[config.mk]
export PLATFORM = sky130hd
export DESIGN_NAME = debug_unit_flat
export DESIGN_NICKNAME = d
export VERILOG_FILES = /design/src/rtl/debug_unit_if.sv /design/src/rtl/debug_unit.sv /design/src/flat_wrapper.sv
export SDC_FILE = /design/constraint.sdc
export NUM_CORES = 1
export LEC_CHECK = 0
export ABC_CLOCK_PERIOD_IN_PS = 13800
export CAP_MARGIN = 10
export CORE_ASPECT_RATIO = 1.25
export CORE_MARGIN = 3
export CORE_UTILIZATION = 50
export CTS_CLUSTER_SIZE = 25
export DETAILED_ROUTE_END_ITERATION = 10
export HOLD_SLACK_MARGIN = 0.1
export PLACE_DENSITY = 0.9
export SLEW_MARGIN = 20
export SYNTH_ARGS = -nofsm -noshare
export SYNTH_HDL_FRONTEND = slang
export SYNTH_SLANG_ARGS = --single-unit
export TNS_END_PERCENT = 5
[constraint.sdc]
create_clock -name i_clock -period 13.8 [get_ports i_clock]
set_clock_uncertainty 0.05 [all_clocks]
set_input_delay 4.14 -clock i_clock [delete_from_list [all_inputs] [get_ports i_clock]]
set_output_delay 4.14 -clock i_clock [all_outputs]
set_load 0.005 [all_outputs]
[src/rtl/debug_unit_if.sv]
`default_nettype none
// ============================================================================
//  Module      : debug_unit_if
//  Description : Signal bundle between the debug unit and its surroundings
//                (UART byte streams, instruction-memory write port, CPU run
//                control and debug read ports of register file / data memory).
//  Modports    : slave  - the debug unit itself (drives the o_* signals)
//                master - the UART / pipeline side (drives the i_* signals)
//  Ports       : i_rx_done, i_rx_data        received UART byte + strobe
//                i_tx_done, o_tx_signal,
//                o_tx_result                 transmit handshake and byte
//                o_imem_wr_en/addr/data      instruction memory write
//                o_cpu_enable, i_halt, i_pc  pipeline run control / status
//                o_reg_addr, i_reg_data      register file debug read
//                o_mem_addr, i_mem_data      data memory debug read
//                o_state                     FSM state for debug
//  Revision    : 1.0 - initial release
// ============================================================================
interface debug_unit_if #(
    parameter int DATA_WIDTH      = 32,
    parameter int DATA_WIDTH_UART = 8,
    parameter int IMEM_ADDR_WIDTH = 8
);
    logic                       i_rx_done;
    logic [DATA_WIDTH_UART-1:0] i_rx_data;
    logic                       i_tx_done;
    logic                       o_tx_signal;
    logic [DATA_WIDTH_UART-1:0] o_tx_result;
    logic                       o_imem_wr_en;
    logic [IMEM_ADDR_WIDTH-1:0] o_imem_addr;
    logic [DATA_WIDTH-1:0]      o_imem_data;
    logic                       o_cpu_enable;
    logic                       i_halt;
    logic [DATA_WIDTH-1:0]      i_pc;
    logic [4:0]                 o_reg_addr;
    logic [DATA_WIDTH-1:0]      i_reg_data;
    logic [DATA_WIDTH-1:0]      o_mem_addr;
    logic [DATA_WIDTH-1:0]      i_mem_data;
    logic [2:0]                 o_state;

    modport slave (
        input  i_rx_done, i_rx_data, i_tx_done, i_halt, i_pc, i_reg_data, i_mem_data,
        output o_tx_signal, o_tx_result, o_imem_wr_en, o_imem_addr, o_imem_data,
               o_cpu_enable, o_reg_addr, o_mem_addr, o_state
    );

    modport master (
        output i_rx_done, i_rx_data, i_tx_done, i_halt, i_pc, i_reg_data, i_mem_data,
        input  o_tx_signal, o_tx_result, o_imem_wr_en, o_imem_addr, o_imem_data,
               o_cpu_enable, o_reg_addr, o_mem_addr, o_state
    );
endinterface
`default_nettype wire

[src/rtl/debug_unit.sv]
`default_nettype none
// ============================================================================
//  Module      : debug_unit
//  Description : UART-driven loader / run controller / state dumper for the
//                MIPS pipeline. Assembles received bytes (LSB first) into
//                instruction words, writes them to instruction memory until
//                a halt word followed by an all-zero word (or memory full),
//                waits for command 0x00, runs the CPU until it halts, then
//                streams PC, NREGS registers and NMEMWORDS data-memory words
//                back over the UART, 4 bytes each, LSB first.
//  Ports       : i_clock, i_reset (async, active-high), dbg (debug_unit_if
//                slave modport: UART, imem write, CPU control, debug reads)
//  Options     : DEBUG_STEP_EN - adds a single-step mode: command 0x01 enters
//                STEP, each byte 0x02 runs one cycle followed by a full dump.
//  Revision    : 1.0 - initial release
// ============================================================================
module debug_unit #(
    parameter int         DATA_WIDTH      = 32,
    parameter int         DATA_WIDTH_UART = 8,
    parameter int         IMEM_ADDR_WIDTH = 8,
    parameter int         NREGS           = 32,
    parameter int         NMEMWORDS       = 32,
    parameter logic [5:0] HALT_OPCODE     = 6'b111111
) (
    input  wire logic   i_clock,
    input  wire logic   i_reset,
    debug_unit_if.slave dbg
);
    localparam int BYTES     = DATA_WIDTH / DATA_WIDTH_UART;
    localparam int BC_W      = (BYTES > 1) ? $clog2(BYTES) : 1;
    localparam int LAST_ITEM = NREGS + NMEMWORDS;
    localparam int ITEM_W    = $clog2(LAST_ITEM + 1);

    localparam logic [BC_W-1:0]   LAST_BYTE  = BC_W'(BYTES - 1);
    localparam logic [ITEM_W-1:0] ITEM_LAST  = ITEM_W'(LAST_ITEM);
    localparam logic [ITEM_W-1:0] ITEM_NREGS = ITEM_W'(NREGS);
    localparam logic [ITEM_W-1:0] MEM_BASE   = ITEM_W'(NREGS + 1);

    // Encoding is visible on o_state; keep values stable for debug tools.
    typedef enum logic [2:0] {
        S_LOAD       = 3'd0,
        S_LOAD_WR    = 3'd1,
        S_WAIT_CMD   = 3'd2,
        S_RUN        = 3'd3,
        S_DUMP_SETUP = 3'd4,
        S_DUMP_WAIT  = 3'd5,
        S_DUMP_TX    = 3'd6
`ifdef DEBUG_STEP_EN
        ,S_STEP      = 3'd7
`endif
    } state_t;

    state_t                     state_q, state_d;
    logic [BC_W-1:0]            bytecnt_q, bytecnt_d;
    logic [DATA_WIDTH-1:0]      word_q, word_d;
    logic [IMEM_ADDR_WIDTH-1:0] addr_q, addr_d;
    logic                       halt_seen_q, halt_seen_d;
    logic [ITEM_W-1:0]          item_q, item_d;
    logic [DATA_WIDTH-1:0]      shift_q, shift_d;
    logic                       sent_q, sent_d;
`ifdef DEBUG_STEP_EN
    logic                       step_q, step_d;
`endif

    logic w_tx_signal;
    logic w_imem_wr_en;
    logic w_cpu_enable;

    always_ff @(posedge i_clock or posedge i_reset) begin
        if (i_reset) begin
            state_q     <= S_LOAD;
            bytecnt_q   <= '0;
            word_q      <= '0;
            addr_q      <= '0;
            halt_seen_q <= 1'b0;
            item_q      <= '0;
            shift_q     <= '0;
            sent_q      <= 1'b0;
`ifdef DEBUG_STEP_EN
            step_q      <= 1'b0;
`endif
        end else begin
            state_q     <= state_d;
            bytecnt_q   <= bytecnt_d;
            word_q      <= word_d;
            addr_q      <= addr_d;
            halt_seen_q <= halt_seen_d;
            item_q      <= item_d;
            shift_q     <= shift_d;
            sent_q      <= sent_d;
`ifdef DEBUG_STEP_EN
            step_q      <= step_d;
`endif
        end
    end

    always_comb begin
        state_d      = state_q;
        bytecnt_d    = bytecnt_q;
        word_d       = word_q;
        addr_d       = addr_q;
        halt_seen_d  = halt_seen_q;
        item_d       = item_q;
        shift_d      = shift_q;
        sent_d       = sent_q;
`ifdef DEBUG_STEP_EN
        step_d       = step_q;
`endif
        w_tx_signal  = 1'b0;
        w_imem_wr_en = 1'b0;
        w_cpu_enable = 1'b0;

        case (state_q)
            S_LOAD: begin
                if (dbg.i_rx_done) begin
                    // New byte enters at the top; after BYTES bytes the first
                    // received byte has reached the LSB position.
                    word_d    = {dbg.i_rx_data, word_q[DATA_WIDTH-1:DATA_WIDTH_UART]};
                    bytecnt_d = bytecnt_q + BC_W'(1);
                    if (bytecnt_q == LAST_BYTE) begin
                        bytecnt_d = '0;
                        state_d   = S_LOAD_WR;
                    end
                end
            end

            S_LOAD_WR: begin
                w_imem_wr_en = 1'b1;
                addr_d       = addr_q + IMEM_ADDR_WIDTH'(1);
                if (word_q[DATA_WIDTH-1 -: 6] == HALT_OPCODE) begin
                    halt_seen_d = 1'b1;
                end
                // A zero word only terminates the load once a halt has been
                // loaded earlier; zero words before that are ordinary NOPs.
                if ((halt_seen_q && (word_q == '0)) || (addr_q == '1)) begin
                    state_d = S_WAIT_CMD;
                end else begin
                    state_d = S_LOAD;
                end
            end

            S_WAIT_CMD: begin
                if (dbg.i_rx_done) begin
                    if (dbg.i_rx_data == DATA_WIDTH_UART'(8'h00)) begin
                        state_d = S_RUN;
`ifdef DEBUG_STEP_EN
                        step_d  = 1'b0;
                    end else if (dbg.i_rx_data == DATA_WIDTH_UART'(8'h01)) begin
                        state_d = S_STEP;
`endif
                    end
                end
            end

`ifdef DEBUG_STEP_EN
            S_STEP: begin
                if (dbg.i_rx_done && (dbg.i_rx_data == DATA_WIDTH_UART'(8'h02))) begin
                    step_d  = 1'b1;
                    state_d = S_RUN;
                end
            end
`endif

            S_RUN: begin
                w_cpu_enable = 1'b1;
`ifdef DEBUG_STEP_EN
                // A step run lasts exactly this one cycle.
                if (step_q || dbg.i_halt) begin
                    state_d = S_DUMP_SETUP;
                end
`else
                if (dbg.i_halt) begin
                    state_d = S_DUMP_SETUP;
                end
`endif
            end

            S_DUMP_SETUP: begin
                // Read addresses are decoded from item_q; give the memories
                // their one cycle of latency before latching.
                state_d = S_DUMP_WAIT;
            end

            S_DUMP_WAIT: begin
                if (item_q == '0) begin
                    shift_d = dbg.i_pc;
                end else if (item_q <= ITEM_NREGS) begin
                    shift_d = dbg.i_reg_data;
                end else begin
                    shift_d = dbg.i_mem_data;
                end
                sent_d  = 1'b0;
                state_d = S_DUMP_TX;
            end

            S_DUMP_TX: begin
                if (!sent_q) begin
                    w_tx_signal = 1'b1;
                    sent_d      = 1'b1;
                end else if (dbg.i_tx_done) begin
                    sent_d    = 1'b0;
                    shift_d   = shift_q >> DATA_WIDTH_UART;
                    bytecnt_d = bytecnt_q + BC_W'(1);
                    if (bytecnt_q == LAST_BYTE) begin
                        bytecnt_d = '0;
                        if (item_q == ITEM_LAST) begin
                            item_d = '0;
`ifdef DEBUG_STEP_EN
                            step_d = 1'b0;
                            if (step_q && !dbg.i_halt) begin
                                state_d = S_STEP;
                            end else begin
                                state_d     = S_LOAD;
                                addr_d      = '0;
                                halt_seen_d = 1'b0;
                            end
`else
                            state_d     = S_LOAD;
                            addr_d      = '0;
                            halt_seen_d = 1'b0;
`endif
                        end else begin
                            item_d  = item_q + ITEM_W'(1);
                            state_d = S_DUMP_SETUP;
                        end
                    end
                end
            end

            default: begin
                state_d = S_LOAD;
            end
        endcase
    end

    // Outputs are gated so that every output reads 0 whenever the block is
    // idle or held in reset.
    assign dbg.o_tx_signal  = w_tx_signal;
    assign dbg.o_tx_result  = (state_q == S_DUMP_TX) ? shift_q[DATA_WIDTH_UART-1:0] : '0;
    assign dbg.o_imem_wr_en = w_imem_wr_en;
    assign dbg.o_imem_addr  = w_imem_wr_en ? addr_q : '0;
    assign dbg.o_imem_data  = w_imem_wr_en ? word_q : '0;
    assign dbg.o_cpu_enable = w_cpu_enable;
    // Item 0 is the PC, items 1..NREGS map to registers 0..NREGS-1 and the
    // rest to data-memory words 0..NMEMWORDS-1.
    assign dbg.o_reg_addr   = ((item_q != '0) && (item_q <= ITEM_NREGS)) ?
                              5'(item_q - ITEM_W'(1)) : 5'd0;
    assign dbg.o_mem_addr   = (item_q >= MEM_BASE) ?
                              DATA_WIDTH'(item_q - MEM_BASE) : '0;
    assign dbg.o_state      = state_q;

endmodule
`default_nettype wire

[src/flat_wrapper.sv]
// flat-port wrapper written by rule: the top's interface ports become plain ports
module debug_unit_flat 
#(
    parameter int         DATA_WIDTH      = 32,
    parameter int         DATA_WIDTH_UART = 8,
    parameter int         IMEM_ADDR_WIDTH = 8,
    parameter int         NREGS           = 32,
    parameter int         NMEMWORDS       = 32,
    parameter logic [5:0] HALT_OPCODE     = 6'b111111
)
  (i_clock, i_reset, dbg_i_rx_done, dbg_i_rx_data, dbg_i_tx_done, dbg_i_halt, dbg_i_pc, dbg_i_reg_data, dbg_i_mem_data, dbg_o_tx_signal, dbg_o_tx_result, dbg_o_imem_wr_en, dbg_o_imem_addr, dbg_o_imem_data, dbg_o_cpu_enable, dbg_o_reg_addr, dbg_o_mem_addr, dbg_o_state);
  debug_unit_if #(.DATA_WIDTH(DATA_WIDTH), .DATA_WIDTH_UART(DATA_WIDTH_UART), .IMEM_ADDR_WIDTH(IMEM_ADDR_WIDTH)) dbg_i ();
  input  wire logic i_clock;
  input  wire logic i_reset;
  input wire logic [$bits(dbg_i.i_rx_done)-1:0] dbg_i_rx_done;
  input wire logic [$bits(dbg_i.i_rx_data)-1:0] dbg_i_rx_data;
  input wire logic [$bits(dbg_i.i_tx_done)-1:0] dbg_i_tx_done;
  input wire logic [$bits(dbg_i.i_halt)-1:0] dbg_i_halt;
  input wire logic [$bits(dbg_i.i_pc)-1:0] dbg_i_pc;
  input wire logic [$bits(dbg_i.i_reg_data)-1:0] dbg_i_reg_data;
  input wire logic [$bits(dbg_i.i_mem_data)-1:0] dbg_i_mem_data;
  output wire logic [$bits(dbg_i.o_tx_signal)-1:0] dbg_o_tx_signal;
  output wire logic [$bits(dbg_i.o_tx_result)-1:0] dbg_o_tx_result;
  output wire logic [$bits(dbg_i.o_imem_wr_en)-1:0] dbg_o_imem_wr_en;
  output wire logic [$bits(dbg_i.o_imem_addr)-1:0] dbg_o_imem_addr;
  output wire logic [$bits(dbg_i.o_imem_data)-1:0] dbg_o_imem_data;
  output wire logic [$bits(dbg_i.o_cpu_enable)-1:0] dbg_o_cpu_enable;
  output wire logic [$bits(dbg_i.o_reg_addr)-1:0] dbg_o_reg_addr;
  output wire logic [$bits(dbg_i.o_mem_addr)-1:0] dbg_o_mem_addr;
  output wire logic [$bits(dbg_i.o_state)-1:0] dbg_o_state;
  assign dbg_i.i_rx_done = dbg_i_rx_done;
  assign dbg_i.i_rx_data = dbg_i_rx_data;
  assign dbg_i.i_tx_done = dbg_i_tx_done;
  assign dbg_i.i_halt = dbg_i_halt;
  assign dbg_i.i_pc = dbg_i_pc;
  assign dbg_i.i_reg_data = dbg_i_reg_data;
  assign dbg_i.i_mem_data = dbg_i_mem_data;
  assign dbg_o_tx_signal = dbg_i.o_tx_signal;
  assign dbg_o_tx_result = dbg_i.o_tx_result;
  assign dbg_o_imem_wr_en = dbg_i.o_imem_wr_en;
  assign dbg_o_imem_addr = dbg_i.o_imem_addr;
  assign dbg_o_imem_data = dbg_i.o_imem_data;
  assign dbg_o_cpu_enable = dbg_i.o_cpu_enable;
  assign dbg_o_reg_addr = dbg_i.o_reg_addr;
  assign dbg_o_mem_addr = dbg_i.o_mem_addr;
  assign dbg_o_state = dbg_i.o_state;
  debug_unit #(.DATA_WIDTH(DATA_WIDTH), .DATA_WIDTH_UART(DATA_WIDTH_UART), .IMEM_ADDR_WIDTH(IMEM_ADDR_WIDTH), .NREGS(NREGS), .NMEMWORDS(NMEMWORDS), .HALT_OPCODE(HALT_OPCODE)) u_core (.i_clock(i_clock), .i_reset(i_reset), .dbg(dbg_i));
endmodule
==> results.sh <==
export IMPL_run_status="finished, final reports clean"
export IMPL_synth_area_um2=5660
export IMPL_die_w_um=101
export IMPL_gp_congestion=0.906
export IMPL_dp_hpwl_mm=12.7
export IMPL_leakage_nw=3.01
export IMPL_vias_per_cell=6.21
export IMPL_ys_flop_type="dfrtp_1"
export IMPL_syn_avg_cell_area_um2=8.71
export IMPL_ys_seq_area_frac=0.380
export IMPL_portBuffers=199
export IMPL_maxSlewViolCount=0
export IMPL_cts_setup_buffers=0
export IMPL_setup_ws_ps=6400
export IMPL_cts_hold_buf=0
export IMPL_crit_arrival_ps=3210
export IMPL_powerDensity_nw_per_um2=148
export IMPL_worst_path_max_fanout=49
export IMPL_post_cts_resized=0
export IMPL_h_tree_depth=3
export IMPL_worst_setup_path_start_kind="register"
export IMPL_yosys_warnings=0
export IMPL_synth_area_leaders="dfrtp_1 (38%), mux2_2 (7.0%), nor2_1 (6.0%)"
export IMPL_yosysMostFrequentCell="nor2_1"
export IMPL_overflow=0
export IMPL_grt_pass1_wl_mm=29.2
export IMPL_register_area_um2=2150
export IMPL_clkTransAtPathRegs_ps=60
export IMPL_grt_max_degree=87
export IMPL_fmax_mhz=135
export IMPL_antenna_cells=0
export IMPL_antenna_left=0
export IMPL_layout_min_cycle_time_ps=7400
export IMPL_numClockSinks=86
export IMPL_drtIter0Drc=479
export IMPL_grt_use_total=0.284
export IMPL_tightest_slew_ps=1130
export IMPL_clkLatencyLatePin_ps=330
export IMPL_hp_class="reg2reg"
export IMPL_synthTopCellsByCount="nor2_1 (90), dfrtp_1 (86), and2_1 (48), nand2_1 (46)"
export IMPL_synthCells=650
export IMPL_multiInputGateArea_um2=3110
export IMPL_antenna_found_initial=0
export IMPL_maxCapViolCount=0
export IMPL_setup_viol=0
export IMPL_crit_type="reg2out"
export IMPL_dieHeight_um=125
export IMPL_synth_seq_cells=86
export IMPL_numCtsBuffers=9
export IMPL_syn_num_nets=765
export IMPL_dieArea_um2=12600
export IMPL_fillers=785
export IMPL_whs_path_depth=2
export IMPL_synth_edf_count=0
export IMPL_yosysTopAreaCell="dfrtp_1"
export IMPL_drive_gt1_frac=0.0866
export IMPL_post_route_drc_count=0
export IMPL_rows=42
export IMPL_rsz0062_at_grt="false"
export IMPL_wl_mm=18.6
export IMPL_cts_buffer_depth=2
export IMPL_root_buffer="clkbuf_16"
export IMPL_slew_headroom=0.243
export IMPL_max_vdd_ir_drop_mv=0.114
export IMPL_finalHoldViolations=0
export IMPL_dp_slack_ps=6830
export IMPL_drtPass1Iterations=8
export IMPL_start_util=0.523
export IMPL_setup_tns_ps=0
export IMPL_wl_per_cell_um=20.0
export IMPL_period_share=0.536
export IMPL_ys_async_sr_fraction=1.00
export IMPL_io_pins=200
export IMPL_rr_worst_depth=6
export IMPL_required_ps=9610
export IMPL_yosys_area_top_type_share=0.380
export IMPL_end_kind="output port"
export IMPL_vias=5773
export IMPL_cts_tree="yes"
export IMPL_layout_nets=907
export IMPL_area_growth_pct=38.3
export IMPL_core_area_um2=10800
export IMPL_synthDistinctLibCells=55
export IMPL_grt_pass1_vias=5785
[per-layer routing]
layer | GRT usage | wire length [um]
met5 | 0 | 0
met3 | 0.0579 | 1630
met2 | 0.472 | 9350
met4 | 0.142 | 760
met1 | 0.343 | 6880
[final timing paths]
check	end	slack [ps]	start
min in group asynchronous	u_core.shift_q[20]$_DFFE_PP0P_	4310	i_reset
max	dbg_o_imem_data[6]	6400	u_core.dbg.o_state[2]$_DFFE_PP0P_
max in group asynchronous	u_core.shift_q[2]$_DFFE_PP0P_	8880	i_reset
min reg2reg	u_core.shift_q[5]$_DFFE_PP0P_	440	u_core.shift_q[5]$_DFFE_PP0P_
min	u_core.shift_q[5]$_DFFE_PP0P_	440	u_core.shift_q[5]$_DFFE_PP0P_
max reg2reg	u_core.addr_q[7]$_DFFE_PP0P_	10830	u_core.dbg.o_state[2]$_DFFE_PP0P_
[cells in the final DEF (no fill, tap or decap), types with 3 or more instances in the layout]
cell type        netlist  layout
clkdlybuf4s50_1        0     199
nor2_1                90      90
dfrtp_1               86      86
and2_1                48      47
nand2_1               46      44
nor3_1                39      39
nand3_1               35      35
mux2_2                35      35
o21a_1                33      33
o221ai_1              32      32
o311ai_1              24      24
nor4_1                 9       9
clkbuf_16              0       9
o21ai_0                8       8
o31ai_1                8       8
buf_4                 24       7
nand4_1                6       6
a21oi_1                6       6
ha_1                   6       6
xnor2_1                5       5
inv_1                  6       4
a21o_1                 4       4
nand2b_1               3       3
xor2_1                 3       3
o21ai_1                4       3
o22ai_1                3       3
[worst max-delay path: stages, from the launching register on]
cell,delay [ps]
dfrtp_1,710
inv_1,170
nand2_1,200
clkinv_1,800
and2_1,500
clkdlybuf4s50_1,470
[cell type report]
| class | count | share of cell area |
|---|---|---|
| well taps | 132 | 0.0211 |
| multi-input cells | 481 | 0.397 |
| flip-flops and latches | 86 | 0.275 |
| repair buffers | 207 | 0.262 |
| inverters | 7 | 0.00351 |
| clock buffers | 9 | 0.0288 |
| clock inverters | 7 | 0.0125 |
[metrics by stage]
stage | std cells | total power [mW] | hold WS (ps) | cell area, um^2 | util
global placement | 913 | 0.871 | 408 | 7500 | 0.693
CTS | 929 | 1.16 | 437 | 7820 | 0.723
global route | 929 | 1.22 | 461 | 7830 | 0.724
detailed placement | 913 | 0.890 | 423 | 7500 | 0.693
floorplan | 650 | 0.697 | 398 | 5660 | -
finish | 929 | 1.16 | 436 | 7830 | 0.724
[power by group]
group          switching (mW)  total (mW)  internal [mW]  leakage, nW
combinational           0.191       0.420          0.229         1.79
sequential              0.116       0.477          0.361         1.06
clock                   0.102       0.262          0.159        0.152
[logic make-up (layout without fill, tap and decap cells)]
| logic type | after synthesis | in the layout | share of synthesized area |
|---|---|---|---|
| simple gates | 298 | 298 | 0.266 |
| compound gates | 133 | 133 | 0.182 |
| flops | 86 | 86 | 0.380 |
| buf+inv | 83 | 230 | 0.0753 |
| mux | 36 | 36 | 0.0714 |
| xor+xnor | 8 | 8 | 0.0124 |
| fa+ha+maj | 6 | 6 | 0.0133 |
[registers in the layout (all words and copies together) (netlist names)]
name / flops
u_core.dbg.o_state: 3
u_core.word_q: 32
u_core.bytecnt_q: 2
u_core.addr_q: 8
u_core.item_q: 7
u_core.halt_seen_q: 1
u_core.sent_q: 1
u_core.shift_q: 32
(Power assumes the default switching activity.)
